[src/rtl/mfp_adc_max10_averager_if.sv]
// ADC response stream plus averaged-result output stream.
// slave: the averager's view; master: the driver/consumer side (testbench or core).
interface mfp_adc_max10_averager_if #(
   parameter int DW = 12,
   parameter int CW = 3
);
   logic          ADC_R_Valid;
   logic [4:0]    ADC_R_Channel;
   logic [DW-1:0] ADC_R_Data;
   logic          ADC_R_SOP;
   logic          ADC_R_EOP;
   logic          out_valid;
   logic          out_ready;
   logic [4:0]    out_channel;
   logic [DW-1:0] out_data;
   logic [CW-1:0] out_count;

   modport slave (
      input  ADC_R_Valid, ADC_R_Channel, ADC_R_Data, ADC_R_SOP, ADC_R_EOP, out_ready,
      output out_valid, out_channel, out_data, out_count
   );

   modport master (
      output ADC_R_Valid, ADC_R_Channel, ADC_R_Data, ADC_R_SOP, ADC_R_EOP, out_ready,
      input  out_valid, out_channel, out_data, out_count
   );
endinterface

[src/rtl/mfp_adc_max10_averager.sv]
// Per-channel 2^avg_shift sample averager feeding a small result FIFO.
// Optional packet check: define ADC_AVG_PKT_CHECK_EN to require single-beat
// packets (SOP=EOP=1); otherwise SOP/EOP are ignored and proto_err stays 0.
module mfp_adc_max10_averager #(
   parameter int ADC_DATA_WIDTH = 12,
   parameter int NCH            = 18,
   parameter int MAX_SHIFT      = 7,
   parameter int FIFO_DEPTH     = 4
) (
   input  logic                          CLK,
   input  logic                          RESET,
   mfp_adc_max10_averager_if.slave       bus,
   input  logic [2:0]                    avg_shift,
   input  logic                          clr_flags,
   output logic                          irq,
   output logic                          overflow,
   output logic                          bad_channel,
   output logic                          proto_err
);
   localparam int DW = ADC_DATA_WIDTH;
   localparam int AW = ADC_DATA_WIDTH + MAX_SHIFT;
   localparam int PW = $clog2(FIFO_DEPTH);
   localparam int CW = $clog2(FIFO_DEPTH + 1);

   typedef struct packed {
      logic [4:0]    ch;
      logic [DW-1:0] data;
   } entry_t;

   logic [AW-1:0]        acc [NCH];
   logic [MAX_SHIFT-1:0] cnt [NCH];
   logic [2:0]           shift_q;
   entry_t               mem [FIFO_DEPTH];
   logic [PW-1:0]        wptr, rptr;
   logic [CW-1:0]        count;

   logic                 shift_chg, ch_ok, pkt_ok, proto_set, accept, last, push;
   logic                 pop, full, do_push, ovf_set;
   logic [AW-1:0]        base_acc, sum;
   logic [MAX_SHIFT-1:0] base_cnt;
   logic [MAX_SHIFT:0]   win;
   logic [DW-1:0]        result;

   // A shift change clears every window; the same-cycle sample sees empty
   // state so it becomes the first sample of the new window.
   always_comb begin
      shift_chg = (avg_shift != shift_q);
      ch_ok     = (bus.ADC_R_Channel < 5'(NCH));
`ifdef ADC_AVG_PKT_CHECK_EN
      pkt_ok    = bus.ADC_R_SOP & bus.ADC_R_EOP;
      proto_set = bus.ADC_R_Valid & ~pkt_ok;
`else
      pkt_ok    = 1'b1;
      proto_set = 1'b0;
`endif
      accept    = bus.ADC_R_Valid & ch_ok & pkt_ok;
      base_acc  = '0;
      base_cnt  = '0;
      if (ch_ok && !shift_chg) begin
         base_acc = acc[bus.ADC_R_Channel];
         base_cnt = cnt[bus.ADC_R_Channel];
      end
      win    = (MAX_SHIFT+1)'(1) << avg_shift;
      last   = ({1'b0, base_cnt} == win - 1'b1);
      sum    = base_acc + AW'(bus.ADC_R_Data);
      result = DW'(sum >> avg_shift);
      push   = accept & last;
   end

   // FIFO control; push while full only lands when a pop frees the slot.
   always_comb begin
      full    = (count == CW'(FIFO_DEPTH));
      pop     = bus.out_valid & bus.out_ready;
      do_push = push & (~full | pop);
      ovf_set = push & full & ~pop;
   end

   // Per-channel accumulators and the registered shift.
   always_ff @(posedge CLK) begin
      if (RESET) begin
         shift_q <= '0;
         for (int c = 0; c < NCH; c++) begin
            acc[c] <= '0;
            cnt[c] <= '0;
         end
      end else begin
         shift_q <= avg_shift;
         if (shift_chg) begin
            for (int c = 0; c < NCH; c++) begin
               acc[c] <= '0;
               cnt[c] <= '0;
            end
         end
         if (accept) begin
            if (last) begin
               acc[bus.ADC_R_Channel] <= '0;
               cnt[bus.ADC_R_Channel] <= '0;
            end else begin
               acc[bus.ADC_R_Channel] <= sum;
               cnt[bus.ADC_R_Channel] <= base_cnt + 1'b1;
            end
         end
      end
   end

   // Result FIFO storage, pointers and occupancy.
   always_ff @(posedge CLK) begin
      if (RESET) begin
         wptr  <= '0;
         rptr  <= '0;
         count <= '0;
         for (int i = 0; i < FIFO_DEPTH; i++) mem[i] <= '0;
      end else begin
         if (do_push) begin
            mem[wptr] <= '{ch: bus.ADC_R_Channel, data: result};
            wptr      <= wptr + 1'b1;
         end
         if (pop) rptr <= rptr + 1'b1;
         case ({do_push, pop})
            2'b10:   count <= count + 1'b1;
            2'b01:   count <= count - 1'b1;
            default: count <= count;
         endcase
      end
   end

   // Sticky flags: a set in the same cycle as clr_flags wins.
   always_ff @(posedge CLK) begin
      if (RESET) begin
         overflow    <= 1'b0;
         bad_channel <= 1'b0;
         proto_err   <= 1'b0;
      end else begin
         overflow    <= (overflow    & ~clr_flags) | ovf_set;
         bad_channel <= (bad_channel & ~clr_flags) | (bus.ADC_R_Valid & ~ch_ok);
         proto_err   <= (proto_err   & ~clr_flags) | proto_set;
      end
   end

   // Head of FIFO is presented directly from storage.
   always_comb begin
      bus.out_valid   = (count != '0);
      bus.out_channel = mem[rptr].ch;
      bus.out_data    = mem[rptr].data;
      bus.out_count   = count;
      irq             = (count != '0);
   end
endmodule

[src/flat_wrapper.sv]
// flat-port wrapper written by rule: the top's interface ports become plain ports
module mfp_adc_max10_averager_flat 
#(
   parameter int ADC_DATA_WIDTH = 12,
   parameter int NCH            = 18,
   parameter int MAX_SHIFT      = 7,
   parameter int FIFO_DEPTH     = 4
)
  (CLK, RESET, avg_shift, clr_flags, irq, overflow, bad_channel, proto_err, bus_ADC_R_Valid, bus_ADC_R_Channel, bus_ADC_R_Data, bus_ADC_R_SOP, bus_ADC_R_EOP, bus_out_ready, bus_out_valid, bus_out_channel, bus_out_data, bus_out_count);
  mfp_adc_max10_averager_if bus_i ();
  input  logic CLK;
  input  logic RESET;
  input  logic [2:0] avg_shift;
  input  logic clr_flags;
  output logic irq;
  output logic overflow;
  output logic bad_channel;
  output logic proto_err;
  input wire logic [$bits(bus_i.ADC_R_Valid)-1:0] bus_ADC_R_Valid;
  input wire logic [$bits(bus_i.ADC_R_Channel)-1:0] bus_ADC_R_Channel;
  input wire logic [$bits(bus_i.ADC_R_Data)-1:0] bus_ADC_R_Data;
  input wire logic [$bits(bus_i.ADC_R_SOP)-1:0] bus_ADC_R_SOP;
  input wire logic [$bits(bus_i.ADC_R_EOP)-1:0] bus_ADC_R_EOP;
  input wire logic [$bits(bus_i.out_ready)-1:0] bus_out_ready;
  output wire logic [$bits(bus_i.out_valid)-1:0] bus_out_valid;
  output wire logic [$bits(bus_i.out_channel)-1:0] bus_out_channel;
  output wire logic [$bits(bus_i.out_data)-1:0] bus_out_data;
  output wire logic [$bits(bus_i.out_count)-1:0] bus_out_count;
  assign bus_i.ADC_R_Valid = bus_ADC_R_Valid;
  assign bus_i.ADC_R_Channel = bus_ADC_R_Channel;
  assign bus_i.ADC_R_Data = bus_ADC_R_Data;
  assign bus_i.ADC_R_SOP = bus_ADC_R_SOP;
  assign bus_i.ADC_R_EOP = bus_ADC_R_EOP;
  assign bus_i.out_ready = bus_out_ready;
  assign bus_out_valid = bus_i.out_valid;
  assign bus_out_channel = bus_i.out_channel;
  assign bus_out_data = bus_i.out_data;
  assign bus_out_count = bus_i.out_count;
  mfp_adc_max10_averager #(.ADC_DATA_WIDTH(ADC_DATA_WIDTH), .NCH(NCH), .MAX_SHIFT(MAX_SHIFT), .FIFO_DEPTH(FIFO_DEPTH)) u_core (.CLK(CLK), .RESET(RESET), .bus(bus_i), .avg_shift(avg_shift), .clr_flags(clr_flags), .irq(irq), .overflow(overflow), .bad_channel(bad_channel), .proto_err(proto_err));
endmodule
[config.mk]
export PLATFORM = sky130hd
export DESIGN_NAME = mfp_adc_max10_averager_flat
export DESIGN_NICKNAME = d
export VERILOG_FILES = /design/src/rtl/mfp_adc_max10_averager_if.sv /design/src/rtl/mfp_adc_max10_averager.sv /design/src/flat_wrapper.sv
export SDC_FILE = /design/constraint.sdc
export NUM_CORES = 1
export LEC_CHECK = 0
export ABC_CLOCK_PERIOD_IN_PS = 9500
export CELL_PAD_IN_SITES_DETAIL_PLACEMENT = 1
export CELL_PAD_IN_SITES_GLOBAL_PLACEMENT = 1
export CORE_MARGIN = 2
export CORE_UTILIZATION = 35
export DETAILED_ROUTE_END_ITERATION = 10
export PLACE_DENSITY_LB_ADDON = 0.08
export RECOVER_POWER = 100
export SETUP_SLACK_MARGIN = 0.05
export SLEW_MARGIN = 5
export SYNTH_ARGS = -nofsm -noshare
export SYNTH_HDL_FRONTEND = slang
export SYNTH_SLANG_ARGS = --single-unit
[constraint.sdc]
create_clock -name CLK -period 9.5 [get_ports CLK]
set_clock_uncertainty 0.1 [all_clocks]
set_input_delay 1.9 -clock CLK [delete_from_list [all_inputs] [get_ports CLK]]
set_output_delay 1.9 -clock CLK [all_outputs]
set_load 0.02 [all_outputs]
==> results.json <==
{
  "status": "finished, violations left",
  "failed_checks": "max-capacitance violations, max-slew violations",
  "avgRoutedWirePerCell_um": 26.7,
  "dp_hpwl_um": 78400,
  "htreeDepth": 3,
  "setup_violations": 0,
  "dominant_cell_by_count_in_the_synthesized_netlist": "edfxtp_1",
  "postPlaceCellArea_um2": 43600,
  "share_clk_of_total_power_pct": 43.2,
  "logic_gate_share_of_total_power_pct": 6.8,
  "worst_slew_margin_rel_pct": -80.5,
  "insertedDiodeCount": 0,
  "multiInputGateArea_um2": 12900,
  "area.growth.synth_to_final_pct": 17.4,
  "floorplan.io_pins": 52,
  "slew_at_the_pin_with_the_worst_max_slew_slack_ns": 2.71,
  "netlist_instances": 2694,
  "cp_slowest_cell": "o31ai_1",
  "first_pass_grt_wire_length_um": 182000,
  "max_stage_delay_ns": 1.34,
  "grt.total_usage_pct": 21.6,
  "ys.flop_type": "edfxtp_1",
  "floorplan.die_area_um2": 117000,
  "tritoncts_num_sinks": 907,
  "internal-power_w": 0.00704,
  "ctsLongestPathBuffers": 3,
  "synth.yosys.warnings": 0,
  "synthDistinctLibCells": 72,
  "gpl.final_weighted_congestion": 0.806,
  "sw_frac_of_total_pct": 23.4,
  "crit_chain": "dlygate4sd3_1 > buf_4 > or4bb_1 > o22ai_1 > nor4_1 > a21oi_1 > o41ai_1 > o211ai_1 > o31ai_1 > buf_12 > clkbuf_1 > nor3_1",
  "synth_edf_count": 892,
  "max-vdd-ir-drop_mv": 0.151,
  "share_seq_of_total_power_pct": 50.0,
  "core_region_area_um2": 113000,
  "grt_start_max_net_pins": 81,
  "final.min_clock_period_ns": 8.38,
  "numCtsBuffers": 103,
  "crit_required_ns": 9.80,
  "endpoint_kind": "register",
  "final_min_period_over_clock_period_pct": 88.2,
  "worstHoldPathCells": 1,
  "layout.area.seq_um2": 27100,
  "timing.critical_path.max_delay_family": "buffers and inverters",
  "cp-start-kind": "input port",
  "nFillCells": 11554,
  "timing.final.max_slew_violations": 301,
  "synth.avg_cell_area_um2": 14.8,
  "reg2reg_depth": 10,
  "power.density_nw_per_um2": 197,
  "synthDominantAreaCellType": "edfxtp_1",
  "timing.setup.tns_ns": 0,
  "worstHoldPathType": "register to register",
  "clkLatencyLatePin_ns": 0.71,
  "ys_top_cells_by_area": "edfxtp_1 67%, mux4_2 7.5%, nor3_1 5.6%",
  "final_antenna_net_count": 0,
  "grt_antenna_before_repair": 3,
  "vias_per_cell": 5.32,
  "yosys_register_bits": 907,
  "floorplan.rows": 123,
  "finished_cell_area_um2": 46800,
  "die_h_um": 341,
  "nNetsFinal": 3135,
  "grt_setup_unrepaired": "no",
  "route.detailed.drc": 0,
  "worstPathMaxFanout": 67,
  "dr.first_iter.drc_count": 1699,
  "syn_area_um2": 39800,
  "ctsRootBufferMaster": "clkbuf_16",
  "critical_path_class": "input port to register",
  "grt_pass1_vias": 26290,
  "drt-pass1-iter-count": 5,
  "max_cap_violations": 16,
  "cts_setup_buffers": 0,
  "hold_buffers": 0,
  "vias": 24900,
  "drt-total-wl_um": 125000,
  "synth_common_cells": "892 x edfxtp_1, 444 x nor3_1, 213 x mux2i_1",
  "cts.reportedPaths.clkPinSlew_ns": 0.06,
  "floorplan.die.width_um": 341,
  "synth-seq-area-share_pct": 68.0,
  "critical_path_depth": 12,
  "synth_top_cell_area_share_pct": 67.2,
  "layout-drive-gt1-share_pct": 13.1,
  "start_util_pct": 35.4,
  "tritoncts": "built",
  "asyncSetResetFlopFracSynth_pct": 0,
  "power_switching_w": 0.00215,
  "p_leak_nw": 17.2,
  "critical_path.n_buffers_inverters": 4,
  "cts-resized-gates": 0,
  "critical_path_arrival_ns": 8.68,
  "globalRouteOverflowTotal": 0,
  "achievable-frequency_mhz": 119,
  "hold_viol_final": 0,
  "placement.io_buffers": 49
}
-- path summary, 6_finish.rpt --
path	start	end	slack (ns)
worst max-delay path	bus_ADC_R_Channel[3]	u_core.acc[13][13]	1.12
worst min-delay path	u_core.proto_err	u_core.proto_err	0.37
worst max register to register	u_core.cnt[3][4]	u_core.acc[13][13]	3.60
worst min register to register	u_core.proto_err	u_core.proto_err	0.37
-- cell families (layout without fill, tap and decap cells) --
family                   after synthesis  count (layout)  synth area share (%)
other                                  1             356               0.00941
multiplexers                         348             348                  12.9
XOR/XNOR                              28              28                 0.616
AND/OR/NAND/NOR                      858             858                  10.4
flip-flops                           907             907                  68.0
AO/OA/AOI/OAI                        261             261                  4.22
adder cells (fa/ha/maj)               17              17                 0.572
buffers and inverters                274             402                  3.25
-- power by group through the flow --
stage | registers (W) | clock network, W | logic (W)
finish | 0.00460 | 0.00397 | 0.000628
global route | 0.00461 | 0.00421 | 0.000675
CTS | 0.00459 | 0.00407 | 0.000639
detailed placement | 0.00468 | 0 | 0.000638
global placement | 0.00466 | 0 | 0.000630
floorplan | 0.00466 | 0 | 0.000392
-- per-stage QoR --
| step | setup slack [ns] | hold WS [ns] | cells | power (W) | util (%) |
|---|---|---|---|---|---|
| 6_report | 1.12 | 0.375 | 4677 | 0.00919 | 41.5 |
| 5_1_grt | 0.734 | 0.385 | 4677 | 0.00949 | 41.5 |
| 4_1_cts | 1.85 | 0.379 | 4677 | 0.00930 | 41.6 |
| 3_5_place_dp | 1.12 | 0.370 | 4486 | 0.00532 | 38.7 |
| 3_3_place_gp | 1.24 | 0.361 | 4486 | 0.00529 | 38.7 |
| 2_1_floorplan | 1.95 | 0.385 | 3049 | 0.00505 | - |
-- placed cells by master, fill, tap and decap left out, types with 9 or more instances in the layout --
cell type and count:
edfxtp_1 892, ha_1 15, clkinv_1 28, xnor2_1 12
nand2_1 118, clkinv_2 19, nor4_1 25, nor3_1 444
clkbuf_16 103, a31oi_1 13, inv_1 22, buf_4 96
o21ai_0 30, o22ai_1 100, mux2i_1 213, a22o_1 9
clkbuf_1 50, mux4_2 132, dlygate4sd3_1 28, nor2_1 183
conb_1 356, a22oi_1 10, bufinv_16 10, nand3_1 17
clkdlybuf4s50_1 17, a21oi_1 44, dfxtp_1 15
-- registers in the layout, indices dropped and copies added, names as in the netlist, named ones only --
| name | flops |
|---|---|
| u_core.cnt | 224 |
| u_core.acc | 600 |
| u_core.mem | 68 |
| u_core.bus.out_count | 3 |
| u_core.bad_channel | 1 |
| u_core.rptr | 2 |
| u_core.proto_err | 1 |
| u_core.shift_q | 3 |
| u_core.wptr | 2 |
| u_core.overflow | 1 |
-- final cells by class --
type	count	share of cell area, %
Sequential cell	907	57.9
Multi-Input combinational cell	1868	27.5
Clock buffer	125	5.75
Tap cell	1500	4.01
Timing Repair Buffer	184	3.14
Clock inverter	66	1.42
Inverter	27	0.217
-- layer usage --
metal  routed length (µm)  global-route usage, %  share of wire, %  vias up
li1                     -                      -                 -    11026
met1                52600                   28.3                42    13093
met2                63000                   37.5                50      616
met3                 6070                   3.14               4.9      165
met4                 3240                   5.66               2.6        0
met5                    0                      0                 0        -
Note: power is estimated with default switching activity, not from simulation.
